File: config.mk
export PLATFORM = sky130hd
export DESIGN_NAME = gcd_feeder
export DESIGN_NICKNAME = d
export VERILOG_FILES = /design/src/rtl/gcd_feeder.sv
export SDC_FILE = /design/constraint.sdc
export NUM_CORES = 1
export LEC_CHECK = 0
export BUFFER_PORTS_ARGS = -buffer_cell sky130_fd_sc_hd__buf_2
export CORE_MARGIN = 2
export CORE_UTILIZATION = 50
export CTS_BUF_LIST = sky130_fd_sc_hd__clkbuf_16
export DETAILED_ROUTE_END_ITERATION = 7
export HOLD_SLACK_MARGIN = 0.12
export PLACE_DENSITY = 0.74
export SLEW_MARGIN = 20
export SYNTH_ARGS = -nofsm -noshare
export SYNTH_HDL_FRONTEND = slang
export SYNTH_SLANG_ARGS = --single-unit
export TNS_END_PERCENT = 20
File: constraint.sdc
create_clock -name clk -period 1.73 [get_ports clk]
set_input_delay 0.0865 -clock clk [delete_from_list [all_inputs] [get_ports clk]]
set_output_delay 0.0865 -clock clk [all_outputs]
set_load 0.01 [all_outputs]
File: src/rtl/gcd_feeder.sv
// gcd_feeder: job sequencer around a multi-cycle gcd engine.
// Buffers operand pairs in a DEPTH-entry FIFO, launches one engine job at a time with a
// single-cycle gcd_start pulse, captures the result into a valid/ready output register and
// releases the engine with a single-cycle gcd_res_fetch pulse.
// Optional feature: define GCD_FEEDER_ZERO_BYPASS_EN to resolve jobs with a zero operand
// locally (result a | b) without involving the engine.
module gcd_feeder #(
  parameter int unsigned WIDTH = 8,
  parameter int unsigned DEPTH = 4
) (
  input  logic             clk,
  input  logic             rst,
  input  logic             in_valid,
  output logic             in_ready,
  input  logic [WIDTH-1:0] in_a,
  input  logic [WIDTH-1:0] in_b,
  output logic             out_valid,
  input  logic             out_ready,
  output logic [WIDTH-1:0] out_res,
  output logic             busy,
  output logic [WIDTH-1:0] gcd_a,
  output logic [WIDTH-1:0] gcd_b,
  output logic             gcd_start,
  input  logic             gcd_res_rdy,
  input  logic [WIDTH-1:0] gcd_res,
  output logic             gcd_res_fetch
);

  localparam int unsigned AW = $clog2(DEPTH);
  localparam logic [AW:0] PtrOne = {{AW{1'b0}}, 1'b1};

  typedef enum logic [1:0] {StIdle, StStart, StWait, StFetch} state_e;

  state_e state_q, state_d;

  // FIFO storage and pointers; the extra MSB of each pointer is the wrap bit
  logic [WIDTH-1:0] mem_a_q [DEPTH];
  logic [WIDTH-1:0] mem_b_q [DEPTH];
  logic [AW:0]      wr_ptr_q, rd_ptr_q;
  logic             full, empty, push, pop;
  logic [WIDTH-1:0] head_a, head_b;

  // Engine operand and output registers
  logic [WIDTH-1:0] gcd_a_q, gcd_b_q;
  logic             out_valid_q, out_valid_d;
  logic [WIDTH-1:0] out_res_q, out_res_d;

  // FSM decisions
  logic out_free;   // output register empty or draining this cycle
  logic byp_head;   // head entry qualifies for local resolution
  logic launch;     // pop head and send it to the engine
  logic bypass;     // pop head and resolve it locally
  logic load_eng;   // capture engine result into the output register

  assign empty  = (wr_ptr_q == rd_ptr_q);
  assign full   = (wr_ptr_q[AW] != rd_ptr_q[AW]) && (wr_ptr_q[AW-1:0] == rd_ptr_q[AW-1:0]);
  assign push   = in_valid && !full;
  assign pop    = launch || bypass;
  assign head_a = mem_a_q[rd_ptr_q[AW-1:0]];
  assign head_b = mem_b_q[rd_ptr_q[AW-1:0]];

  assign out_free = !out_valid_q || out_ready;

`ifdef GCD_FEEDER_ZERO_BYPASS_EN
  assign byp_head = (head_a == '0) || (head_b == '0);
`else
  assign byp_head = 1'b0;
`endif

  // FSM state register
  always_ff @(posedge clk) begin
    if (rst) begin
      state_q <= StIdle;
    end else begin
      state_q <= state_d;
    end
  end

  // FSM next-state and pop/load decisions
  always_comb begin
    state_d  = state_q;
    launch   = 1'b0;
    bypass   = 1'b0;
    load_eng = 1'b0;
    unique case (state_q)
      StIdle: begin
        if (!empty && byp_head) begin
          // A zero-operand head never goes to the engine; it waits for output space
          bypass = out_free;
        end else if (!empty && !gcd_res_rdy) begin
          launch  = 1'b1;
          state_d = StStart;
        end
      end
      StStart: begin
        state_d = StWait;
      end
      StWait: begin
        // Leaving the engine holding its result is the backpressure path
        if (gcd_res_rdy && out_free) begin
          load_eng = 1'b1;
          state_d  = StFetch;
        end
      end
      StFetch: begin
        state_d = StIdle;
      end
      default: begin
        state_d = StIdle;
      end
    endcase
  end

  // FSM-decoded outputs and status
  always_comb begin
    gcd_start     = (state_q == StStart);
    gcd_res_fetch = (state_q == StFetch);
    in_ready      = !full;
    busy          = (state_q != StIdle) || !empty || out_valid_q;
  end

  // FIFO pointers; reset flushes the queue
  always_ff @(posedge clk) begin
    if (rst) begin
      wr_ptr_q <= '0;
      rd_ptr_q <= '0;
    end else begin
      if (push) begin
        wr_ptr_q <= wr_ptr_q + PtrOne;
      end
      if (pop) begin
        rd_ptr_q <= rd_ptr_q + PtrOne;
      end
    end
  end

  // FIFO storage write; contents need no reset since the pointers gate visibility
  always_ff @(posedge clk) begin
    if (push) begin
      mem_a_q[wr_ptr_q[AW-1:0]] <= in_a;
      mem_b_q[wr_ptr_q[AW-1:0]] <= in_b;
    end
  end

  // Engine operands: captured on launch, held until the next launch
  always_ff @(posedge clk) begin
    if (rst) begin
      gcd_a_q <= '0;
      gcd_b_q <= '0;
    end else if (launch) begin
      gcd_a_q <= head_a;
      gcd_b_q <= head_b;
    end
  end

  // Output register next state; a load wins over a simultaneous drain
  always_comb begin
    out_res_d   = out_res_q;
    out_valid_d = out_valid_q;
    if (bypass) begin
      out_res_d   = head_a | head_b;
      out_valid_d = 1'b1;
    end else if (load_eng) begin
      out_res_d   = gcd_res;
      out_valid_d = 1'b1;
    end else if (out_ready) begin
      out_valid_d = 1'b0;
    end
  end

  // Output register
  always_ff @(posedge clk) begin
    if (rst) begin
      out_valid_q <= 1'b0;
      out_res_q   <= '0;
    end else begin
      out_valid_q <= out_valid_d;
      out_res_q   <= out_res_d;
    end
  end

  assign gcd_a     = gcd_a_q;
  assign gcd_b     = gcd_b_q;
  assign out_valid = out_valid_q;
  assign out_res   = out_res_q;

endmodule
[Yosys cells after proc, flatten, opt, wreduce, memory -nomap -nowiden]
Memory sizes are Yosys's and may differ from the RTL's. A register that Yosys moved wholly into a read port is not among the register bits.
Cells that the tools add are included.
Word-level totals
  bits in registers: 17
  bits in latches: 0
  bits in writable memories: 64
  ROM bits: 0
  input port bits: 29
  logic and storage cells: 43
  memories: 2
Cells by class
  add/sub/neg operators: 2
  $mul: 0
  div/mod/pow operators: 0
  $lt $le $gt $ge: 0
  eq/ne operators: 8
  shifts and indexed selects: 0
  multiplexer cells: 11
  bitwise gates (word level): 0
  reductions and logical operators: 15
Memories
  mem_a_q: words 4, bits a word 8, rd ports 1, clocked after Yosys merged registers in 1, wr ports 1, RTL line 37  | logic [WIDTH-1:0] mem_a_q [DEPTH];
  mem_b_q: words 4, bits a word 8, rd ports 1, clocked after Yosys merged registers in 1, wr ports 1, RTL line 38  | logic [WIDTH-1:0] mem_b_q [DEPTH];
Operators with widths (count)
  $mux W1: 8
  $pmux W2 S4: 1
  $add A3 B1 Y3 const B: 2
  $eq A2 B2 Y1 const B: 2
  $logic_and A1 B1 Y1: 4
  $logic_not A1 Y1: 4
  $mux W2: 2
  $ne A2 B2 Y1 const B: 2
  $reduce_bool A2 Y1: 2
  $eq A3 B3 Y1: 1
  $logic_or A1 B1 Y1: 3
  $eq A2 B1 Y1 const B: 1
  $eq A2 B2 Y1: 1
  $logic_not A2 Y1: 1
  $reduce_and A2 Y1: 1
  $ne A1 B1 Y1: 1

[Depth between registers and ports, before layout]
  word-level depth: 6
  gate-level depth with buffers: 7

[Least setup slack after synthesis]
OpenSTA, ideal clock, no wires.
  path kind: flip-flop to flip-flop
  from: register rd_ptr_q[0]
  to: memory mem_a_q[0][0] (enable)
  data arrival time: 1468 ps
  slack: -112 ps
  stages on the path, launching flop included: 5
  path buffers: 1
  period minus slack after synthesis: 1842 ps
  cell sequence: dfxtp_1 > buf_6 > xor2_1 > o31a_1 > and2_1
On the way
  cells in the longest elaborated chain, start to end: 6
RTL lines
  start, declared: RTL line 39  | logic [AW:0] wr_ptr_q, rd_ptr_q;
  start signal, assigned: RTL line 132  | rd_ptr_q <= rd_ptr_q + PtrOne;
  $eq A2 B2 Y1: RTL line 56  | assign full = (wr_ptr_q[AW] != rd_ptr_q[AW]) && (wr_ptr_q[AW-1:0] == rd_ptr_q[AW-1:0]);
  $logic_and A1 B1 Y1: RTL line 56
  $logic_not A1 Y1: RTL line 57  | assign push = in_valid && !full;
  $logic_and A1 B1 Y1: RTL line 57
  $mux W1: RTL line 139  | if (push) begin
  $mux W1 (implied by the code): RTL line 140  | mem_a_q[wr_ptr_q[AW-1:0]] <= in_a;
  end, declared: RTL line 37
Every way passes these cells.

[Worst setup path after layout]
  from: register rd_ptr_q[1]
  to: memory mem_a_q[3][4] (enable)
The elaborated chain is that of the path after synthesis.

==> reports/qor.yml <==
die:
  die_area_um2: 8330
  rows: 31
  initial_core_util_pct: 52.0
  top_level_ports: 58
  fp.dieW_um: 91.3
  die_h_um: 91.3
  core_area_um2: 7330
routing:
  viasPerCell: 4.99
  firstDrtPassIters: 4
  routed_wl_um: 6570
  dr_total_vias: 2139
  drc: 0
  first_iter_violations: 114
  wl_per_cell_um: 15.3
  drtAntennaViolNets: 0
final_layout:
  syn_to_final_growth_pct: 28.4
  fin_util_pct: 66.7
  antenna_cells: 0
  finalNonFillerCells: 429
  nNetsFinal: 363
  drive_gt1_share_pct: 31.8
pwr:
  p_per_area_nw_per_um2: 1280
  ir_worst_vdd_v: 0.000720
  total_power_uw: 6250
  leakage_uw: 0.00197
timing:
  holdWs_ns: 0.169
  hold_violations: 0
  rsz0062_at_grt: "yes"
  slew_viol_final: 0
  finalSetupViolations: 0
  maxSlewHeadroom_pct: 65.7
  post-route-period-util_pct: 97.1
  skew_ns: 0.00617
  period_minus_slack_ns: 1.68
  fmax_mhz: 595
  worst_pin_slew_ns: 0.515
logic_synthesis:
  syn_nets: 265
  syn_area_um2: 3810
  synthCells: 227
  synth_edf_count: 64
  yosysTopAreaCell: "edfxtp_1"
  ys.flop_type: "edfxtp_1"
  synth_top_family_by_area: "multiplexers"
  ys_top_cells_by_area: "edfxtp_1 (50%), dfxtp_1 (17%), mux2i_1 (7.1%), mux4_2 (5.9%), mux4_1 (4.1%)"
  synth-compound-area-share_pct: 1.71
  synth_seq_cells: 97
  synth_common_cells: "edfxtp_1 (64), dfxtp_1 (33), nor2_1 (31), mux2i_1 (27), mux4_2 (10)"
  ys_seq_area_share_pct: 67.8
  synthArstFlopShare_pct: 0
  synthMuxAreaShare_pct: 17.1
  yosys.area_share.simple_pct: 5.22
  ys.warnings.count: 0
  synthAdderAreaFrac_pct: 2.96
  syn_area_per_cell_um2: 16.8
  ys_types: 29
  synth_most_common_cell: "edfxtp_1"
  yosysTopAreaCellShare_pct: 50.5
  synth-xor-area-share_pct: 2.10
place:
  portBuffers: 57
  dp_hpwl_um: 4100
  dp_cells: 387
  routabilityCongestion: 0.721
critical_path:
  critPathMaxFanout: 16
  crit_type: "reg -> reg"
  worstPathRequired_ns: 1.82
  endpoint_kind: "register"
  reg2reg_depth: 5
  crit_arrival_ns: 1.77
  start_kind: "register"
clocking:
  clockBufferDepth: 2
  clkSlewWorstSetupHoldPaths_ns: 0.06
  cts_tree: "done"
  numCtsBuffers: 9
  clock_sinks: 97
  cts-root-buf: "clkbuf_16"
  post_cts_buffers: 0
  htree_num_levels: 3
  clock_latency_ns: 0.33
global_routing:
  grt_max_degree: 29
  gr-usage-all-layers_pct: 16.7
  grt_pass1_wl_um: 10500
  antenna_found_initial: 0
  gr-total-overflow: 0
  first_global_vias: 2176
min_path:
  hp-class: "in -> reg"
  hold_depth: 4
flow_run:
  maxCapViolCount: 0
status:
  status: "complete, no violations"
[stage by stage]
stage                     setup TNS, ns  instance area [µm²]  setup WS, ns
after detailed placement          -1.36                 4290       -0.0862
after floorplan                   -2.36                 3810        -0.111
after CTS                             0                 4860        0.0230
after global routing              -1.07                 4890       -0.0627
after global placement           -0.714                 4290       -0.0452
final                                 0                 4890        0.0497
[power by group]
group	switching [µW]	total [µW]	internal (µW)
registers	101	2790	2680
clock network	801	2010	1210
logic	702	1460	754
[routing by layer]
metal  track usage (%)  up-vias  wire length (µm)
met4              6.82        0                64
met3              3.07        7               230
met2              28.6       49              3400
li1                  -     1040                 -
met1              20.9     1043              2880
met5                 0        -                 0
[area by class of cell]
type                       instances  area, µm²
sequential                        97       2580
fill                             517       2440
multi-input combinational        112       1150
timing repair buffer              98        696
clock buffer                      10        250
tap                               99        124
clock inverter                     6       63.8
inverter                           7       26.3
[logic make-up (layout without fill, tap and decap cells)]
| group | count (synthesis) | in the layout |
|---|---|---|
| simple gates | 45 | 45 |
| flops | 97 | 97 |
| mux | 43 | 43 |
| buf+inv | 18 | 121 |
| fa+ha+maj | 9 | 9 |
| compound gates | 8 | 8 |
| xor+xnor | 7 | 7 |
[state kept, by name, summed over array words and instances, names as in the netlist]
| name | count |
|---|---|
| gcd_a | 8 |
| gcd_b | 8 |
| mem_a_q | 32 |
| mem_b_q | 32 |
| out_res | 8 |
| out_valid | 1 |
| rd_ptr_q | 3 |
| state_q | 2 |
| wr_ptr_q | 3 |
[critical path: stages, from the launching register on]
cell,delay (ns)
dfxtp_1,0.37
xor2_4,0.20
buf_4,0.17
o311ai_1,0.37
inv_1,0.15
buf_12,0.19
[layout by cell type (no fill, tap or decap), types with 2 or more instances in the layout]
cell type,netlist,final
edfxtp_1,64,64
buf_2,2,57
dfxtp_1,33,33
nor2_1,31,31
mux2i_1,27,26
dlygate4sd3_1,0,26
buf_4,0,12
mux4_2,10,10
clkbuf_16,0,10
ha_1,9,9
inv_1,7,7
mux4_1,6,6
xor2_1,4,4
nand2b_1,3,3
buf_12,1,3
or3_1,2,2
and2_1,4,2
and2_4,0,2
nand2_1,2,2
a21oi_1,2,2
[path summary, 6_finish.rpt]
path / slack, ns / start / end
worst min-delay path: 0.17 / in_valid / wr_ptr_q[2]
worst min register to register: 0.49 / out_res[6] / out_res[6]
worst max register to register: 0.05 / rd_ptr_q[1] / mem_a_q[3][4]
worst max-delay path: 0.05 / rd_ptr_q[1] / mem_a_q[3][4]
[timing repair]
item | CTS | global route
hold endpoints to repair | 73 | 0
resized for setup | 1 | 6
endpoints found under the setup margin | 16 | 75
hold buffers | 26 | 0
pin swaps | 0 | 1
Power figures use the tool's default switching activity.
